### src/rtl/float_copro_pkg.sv
// Shared widths, FSM state encoding and constants for the float_copro arbiter.
package float_copro_pkg;

   localparam int OPC_W  = 11;
   localparam int DATA_W = 32;

   localparam logic [DATA_W-1:0] QNAN = 32'h7FC00000;

   typedef enum logic [1:0] {
      IDLE,
      ISSUE,
      DONE,
      RESP
   } arb_state_t;

endpackage

### src/rtl/float_rr_pick.sv
// Combinational round-robin picker: first set request strictly after rr_ptr, with wrap-around.
module float_rr_pick #(
   parameter int NREQ  = 4,
   parameter int IDX_W = 2
)(
   input  logic [NREQ-1:0]  req,
   input  logic [IDX_W-1:0] rr_ptr,
   output logic             found,
   output logic [IDX_W-1:0] idx
);

   logic [IDX_W-1:0] cand [NREQ];

   // cand[k] is the k-th requester in priority order after rr_ptr
   generate
      for (genvar gi = 0; gi < NREQ; gi++) begin : g_cand
         assign cand[gi] = IDX_W'((int'(rr_ptr) + gi + 1) % NREQ);
      end
   endgenerate

   always_comb begin
      found = 1'b0;
      idx   = '0;
      for (int k = NREQ - 1; k >= 0; k--) begin
         if (req[cand[k]]) begin
            found = 1'b1;
            idx   = cand[k];
         end
      end
   end

endmodule

### src/rtl/float_copro_arbiter.sv
// Round-robin arbiter sharing one float_copro between NREQ requesters.
// Optional ISSUE timeout abort is enabled by defining FLOAT_COPRO_ARB_TIMEOUT_EN.
module float_copro_arbiter
   import float_copro_pkg::*;
#(
   parameter int NREQ    = 4,
   parameter int TIMEOUT = 64
)(
   input  logic                   clk,
   input  logic                   rst_n,
   input  logic [NREQ-1:0]        req_valid,
   input  logic [NREQ*OPC_W-1:0]  req_opcode,
   input  logic [NREQ*DATA_W-1:0] req_op0,
   input  logic [NREQ*DATA_W-1:0] req_op1,
   input  logic [NREQ-1:0]        req_accept,
   output logic [NREQ-1:0]        req_complete,
   output logic [DATA_W-1:0]      req_result,
   output logic [NREQ-1:0]        req_error,
   output logic                   copro_valid,
   output logic [OPC_W-1:0]       copro_opcode,
   output logic [DATA_W-1:0]      copro_op0,
   output logic [DATA_W-1:0]      copro_op1,
   output logic                   copro_accept,
   input  logic                   copro_complete,
   input  logic [DATA_W-1:0]      copro_result
);

   localparam int IDX_W = (NREQ > 1) ? $clog2(NREQ) : 1;

   generate
      if (NREQ < 2 || NREQ > 8 || TIMEOUT < 1) begin : g_bad_param
         $error("float_copro_arbiter: NREQ must be 2..8 and TIMEOUT >= 1");
      end
   endgenerate

   arb_state_t       state_reg, state_next;
   logic [IDX_W-1:0] rr_ptr_reg, rr_ptr_next;
   logic [IDX_W-1:0] grant_reg, grant_next;
   logic [OPC_W-1:0] opcode_reg, opcode_next;
   logic [DATA_W-1:0] op0_reg, op0_next, op1_reg, op1_next;
   logic [DATA_W-1:0] result_reg, result_next, resp_reg, resp_next;
   logic             valid_reg, valid_next, accept_reg, accept_next;
   logic [NREQ-1:0]  complete_reg, complete_next;
   logic [NREQ-1:0]  grant_onehot;
   logic             pick_found;
   logic [IDX_W-1:0] pick_idx;

   logic [OPC_W-1:0]  opc_arr [NREQ];
   logic [DATA_W-1:0] op0_arr [NREQ];
   logic [DATA_W-1:0] op1_arr [NREQ];

   generate
      for (genvar gi = 0; gi < NREQ; gi++) begin : g_unpack
         assign opc_arr[gi] = req_opcode[gi*OPC_W +: OPC_W];
         assign op0_arr[gi] = req_op0[gi*DATA_W +: DATA_W];
         assign op1_arr[gi] = req_op1[gi*DATA_W +: DATA_W];
      end
   endgenerate

   float_rr_pick #(.NREQ(NREQ), .IDX_W(IDX_W)) u_pick (
      .req    (req_valid),
      .rr_ptr (rr_ptr_reg),
      .found  (pick_found),
      .idx    (pick_idx)
   );

   assign grant_onehot = NREQ'(1) << grant_reg;

`ifdef FLOAT_COPRO_ARB_TIMEOUT_EN
   localparam int CNT_W = $clog2(TIMEOUT + 1);
   logic [CNT_W-1:0] cnt_reg, cnt_next;
   logic             timeout_reg, timeout_next;
   logic [NREQ-1:0]  error_reg, error_next;
`endif

   always_comb begin
      state_next    = state_reg;
      rr_ptr_next   = rr_ptr_reg;
      grant_next    = grant_reg;
      opcode_next   = opcode_reg;
      op0_next      = op0_reg;
      op1_next      = op1_reg;
      result_next   = result_reg;
      resp_next     = resp_reg;
      valid_next    = valid_reg;
      accept_next   = accept_reg;
      complete_next = complete_reg;
`ifdef FLOAT_COPRO_ARB_TIMEOUT_EN
      cnt_next      = cnt_reg;
      timeout_next  = timeout_reg;
      error_next    = error_reg;
`endif
      case (state_reg)
         IDLE: begin
            if (pick_found) begin
               grant_next  = pick_idx;
               rr_ptr_next = pick_idx;
               opcode_next = opc_arr[pick_idx];
               op0_next    = op0_arr[pick_idx];
               op1_next    = op1_arr[pick_idx];
               valid_next  = 1'b1;
               state_next  = ISSUE;
`ifdef FLOAT_COPRO_ARB_TIMEOUT_EN
               cnt_next     = '0;
               timeout_next = 1'b0;
`endif
            end
         end
         ISSUE: begin
            if (copro_complete) begin
               result_next = copro_result;
               accept_next = 1'b1;
               state_next  = DONE;
            end
`ifdef FLOAT_COPRO_ARB_TIMEOUT_EN
            // Dropping valid aborts and resets the coprocessor
            else if (cnt_reg == CNT_W'(TIMEOUT - 1)) begin
               valid_next   = 1'b0;
               result_next  = QNAN;
               timeout_next = 1'b1;
               state_next   = DONE;
            end else begin
               cnt_next = cnt_reg + CNT_W'(1);
            end
`endif
         end
         DONE: begin
            valid_next  = 1'b0;
            accept_next = 1'b0;
            if (req_valid[grant_reg]) begin
               complete_next = grant_onehot;
               resp_next     = result_reg;
               state_next    = RESP;
`ifdef FLOAT_COPRO_ARB_TIMEOUT_EN
               error_next    = timeout_reg ? grant_onehot : '0;
`endif
            end else begin
               state_next = IDLE;
            end
         end
         RESP: begin
            if (!req_valid[grant_reg] || req_accept[grant_reg]) begin
               complete_next = '0;
               state_next    = IDLE;
`ifdef FLOAT_COPRO_ARB_TIMEOUT_EN
               error_next    = '0;
`endif
            end
         end
         default: state_next = IDLE;
      endcase
   end

   always_ff @(posedge clk or negedge rst_n) begin
      if (!rst_n) begin
         state_reg    <= IDLE;
         rr_ptr_reg   <= IDX_W'(NREQ - 1);
         grant_reg    <= '0;
         opcode_reg   <= '0;
         op0_reg      <= '0;
         op1_reg      <= '0;
         result_reg   <= '0;
         resp_reg     <= '0;
         valid_reg    <= 1'b0;
         accept_reg   <= 1'b0;
         complete_reg <= '0;
`ifdef FLOAT_COPRO_ARB_TIMEOUT_EN
         cnt_reg      <= '0;
         timeout_reg  <= 1'b0;
         error_reg    <= '0;
`endif
      end else begin
         state_reg    <= state_next;
         rr_ptr_reg   <= rr_ptr_next;
         grant_reg    <= grant_next;
         opcode_reg   <= opcode_next;
         op0_reg      <= op0_next;
         op1_reg      <= op1_next;
         result_reg   <= result_next;
         resp_reg     <= resp_next;
         valid_reg    <= valid_next;
         accept_reg   <= accept_next;
         complete_reg <= complete_next;
`ifdef FLOAT_COPRO_ARB_TIMEOUT_EN
         cnt_reg      <= cnt_next;
         timeout_reg  <= timeout_next;
         error_reg    <= error_next;
`endif
      end
   end

   assign copro_valid  = valid_reg;
   assign copro_accept = accept_reg;
   assign copro_opcode = opcode_reg;
   assign copro_op0    = op0_reg;
   assign copro_op1    = op1_reg;
   assign req_complete = complete_reg;
   assign req_result   = resp_reg;
`ifdef FLOAT_COPRO_ARB_TIMEOUT_EN
   assign req_error    = error_reg;
`else
   assign req_error    = '0;
`endif

endmodule

### config.mk
export PLATFORM = sky130hd
export DESIGN_NAME = float_copro_arbiter
export DESIGN_NICKNAME = d
export VERILOG_FILES = /design/src/rtl/float_copro_pkg.sv /design/src/rtl/float_rr_pick.sv /design/src/rtl/float_copro_arbiter.sv
export SDC_FILE = /design/constraint.sdc
export NUM_CORES = 1
export LEC_CHECK = 0
export BUFFER_PORTS_ARGS = -buffer_cell sky130_fd_sc_hd__buf_4
export CORE_AREA = 3 3 177 179
export CTS_CLUSTER_DIAMETER = 200
export DETAILED_ROUTE_END_ITERATION = 8
export DIE_AREA = 0 0 180 182
export GPL_TIMING_DRIVEN = 1
export PLACE_DENSITY = 0.52
export SLEW_MARGIN = 20
export SYNTH_ARGS = -nofsm -noshare
export SYNTH_HDL_FRONTEND = slang
export SYNTH_SLANG_ARGS = --single-unit
### constraint.sdc
create_clock -name clk -period 2 [get_ports clk]
set_input_delay 0.3 -clock clk [delete_from_list [all_inputs] [get_ports clk]]
set_output_delay 0.3 -clock clk [all_outputs]
set_load 0.05 [all_outputs]
==> run metrics <==
Area Growth Syn to Fin 57.06%; DRT antenna net count 0; Cell Area, Synth approximately 0.0083 mm^2; crit path DAT between 2000 and 2500 ps; Sink Count roughly 150; Finished Layout Cells approximately 1700; Inst Count DP around 1700; Max Fclk between 500 and 600 MHz; Finished Cell Area 0.01309 mm^2; # diodes 0; CTS Buf Count 17; WL final 34090 um; Pins Over Slew Limit 0; final number of hold-violating endpoints 0; routed via count about 8400; ranking of synthesized cells by area dfrtp_1 45%, a211oi_1 11%, mux2i_1 9.0%; status complete, no violations; largest family of logic cells by synthesized area compound AO/OA/AOI/OAI gates; clock-pin slew on the worst setup and hold paths 80 ps; final setup skew about 14 ps; H-tree lvl count 4; flops & latches, synth approximately 150; gr ovfl total 0; WL/cell ~20 um; CP most frequent cell a211oi_1; die extent in y 182 um; CP peak stage delay about 580 ps; # setup viols final 0; DR iter-0 viols approximately 400; proportion of synthesized area in mux cells approximately 14%; reg2reg end copro_op0[0]; Worst IR Drop VDD about 0.66 mV; largest area contributor in the synthesized netlist dfrtp_1; FFs w/ async S/R, synth 100.0%; clk_lat worst skew 420 ps; max-cap check violation count 0; Setup crit end copro_op0[0]; Synth Area in Compound Gates 22.15%; hold crit path type input pin to register; Cells after Synth between 800 and 900; Yosys warnings 0; Leak between 0.006 and 0.007 uW; core box area a little under 0.03 mm^2; worst slack at placement about 70 ps; DP HPWL ~25000 um; Initial Util 28.04%; routability cong. approximately 0.84; CP bufs+invs 2; pin count of the biggest net entering global routing 80; share of cells above drive strength 1 46.28%; DR DRC count 0; Clock Tree Buf Depth 2; CP startpoint rr_ptr_reg[1]; Min Clock Period, post-route a little under 2000 ps; Port Buf Inserts ~460; final worst-path cycle share between 90% and 100%; vias in the first global route around 8900; mean cell area of the mapped netlist between 9 and 10 um^2; Startpoint Class register; EDFF count, synth 0; Tot GR Track Use about a fifth; pwr dens approximately 1600 mW/mm^2; Die Wd around 180 um; CP Cell Sequence a21bo_4 > and3_4 > buf_12 > buf_4 > a211oi_1 > a211oi_1; Hold Slack about 110 ps; TNS Setup 0 ps; Crit Path Class register to register; first-pass GRT wire length between 50000 and 60000 um; FP Rows 63; sequential element share of the synthesized area a little under half; reg2reg path depth 6; CP max-delay cell dfstp_2; reg2reg setup slack 60 ps; Critical Path End Type register; Synth top area share ~45%; vias per inst roughly 4.9; RR Startpoint rr_ptr_reg[1]; nets 1648; crit-path leading delay family compound AO/OA/AOI/OAI gates; Die Area 0.03276 mm^2; Post-DP Area 0.01234 mm^2; Synth Area in XOR/XNOR 0%; most frequent cells in the layout 480 x buf_4, 149 x dfrtp_1, 123 x a211oi_1; Primary FF master, synth dfrtp_1; Post-Synth Simple-Gate Area 9.459%; initial antenna violation count 0; Synth cell types 37; Setup WS post-layout 63.53 ps; Layout fillers between 3000 and 4000; required time of the worst setup path about 2300 ps; Root Buffer clkbuf_16; Adder-Cell Fraction of Synth Area 0%; TritonCTS clock tree done; CP Depth 6; most common cell after layout, fill and taps aside buf_4; IO Count between 400 and 500; drt pass-1 iters 5; largest fanout on the critical path 14
==> cells in the mapped netlist, types with 2 or more instances <==
library cell and count:
mux2i_1 75, a21oi_1 6, mux4_2 2, buf_2 12
dfrtp_1 149, buf_1 2, buf_4 16, o31ai_1 2
a31oi_1 75, a21o_1 3, nand3_1 2, nand3b_1 2
nor2_1 79, clkbuf_1 40, mux2_2 32, inv_1 78
a211oi_1 126, a211oi_2 24, o21ai_0 2, a32o_1 2
buf_6 11, nand2_1 103, dfstp_2 2, nand2b_1 4
==> stage by stage <==
step / power, uW / utilization, %
finish: 21540 / 44.04
global route: 22840 / 44.04
global placement: 18070 / 41.51
detailed placement: 18190 / 41.51
floorplan: 13810 / -
CTS: 21570 / 43.57
==> layout make-up <==
cell class / instances / area [um^2] / share of cell area [%]
inverters: 79 / 296.5 / 2.266
clock buffers: 17 / 425.4 / 3.250
clock inverters: 15 / 177.7 / 1.358
flip-flops and latches: 151 / 3781 / 28.89
multi-input cells: 554 / 3881 / 29.66
well taps: 390 / 488.0 / 3.728
repair buffers: 502 / 4038 / 30.85
==> power breakdown <==
group | switching (uW) | internal [uW] | total, uW
Sequential | 868 | 4580 | 5450
Combinational | 8140 | 4640 | 12800
Clock | 1610 | 1690 | 3310
==> worst min path at each step <==
stage	start	to	slack, ps	depth (start not counted)
finish	copro_result[22]	result_reg[22]	110	2
global route	copro_result[24]	result_reg[24]	80	2
CTS	copro_result[22]	result_reg[22]	80	2
detailed placement	rst_n	req_result[22]	270	1
global placement	rst_n	req_result[7]	270	1
floorplan	rst_n	copro_accept	4	0
==> metal layers <==
layer / track usage (%) / routed length, um / vias up
met4: 6.002 / 831 / 0
met5: 0 / 0 / -
li1: - / - / 3958
met1: 24.88 / 13930 / 4035
met3: 4.607 / 2151 / 49
met2: 34.85 / 17180 / 329
==> worst reg2reg max path, stage by stage, from the launching register on <==
cell      delay [ps]
dfstp_2          580
a21bo_4          260
and3_4           200
buf_12           160
buf_4            150
a211oi_1         370
a211oi_1         100
==> what timing repair did <==
action | 4_1_cts | 5_1_grt
setup buffers | 0 | 8
endpoints found under the hold margin | 37 | 0
endpoints found under the setup margin | 0 | 20
gates resized for setup | 0 | 9
hold buffers | 1 | 0
==> kinds of logic (layout without fill, tap and decap cells) <==
| family | count (synthesis) | after routing |
|---|---|---|
| other cells | 1 | 4 |
| simple gates | 197 | 197 |
| mux | 109 | 109 |
| compound gates | 244 | 244 |
| buf+inv | 160 | 613 |
| flops | 151 | 151 |
Power figures use the tool's default switching activity.
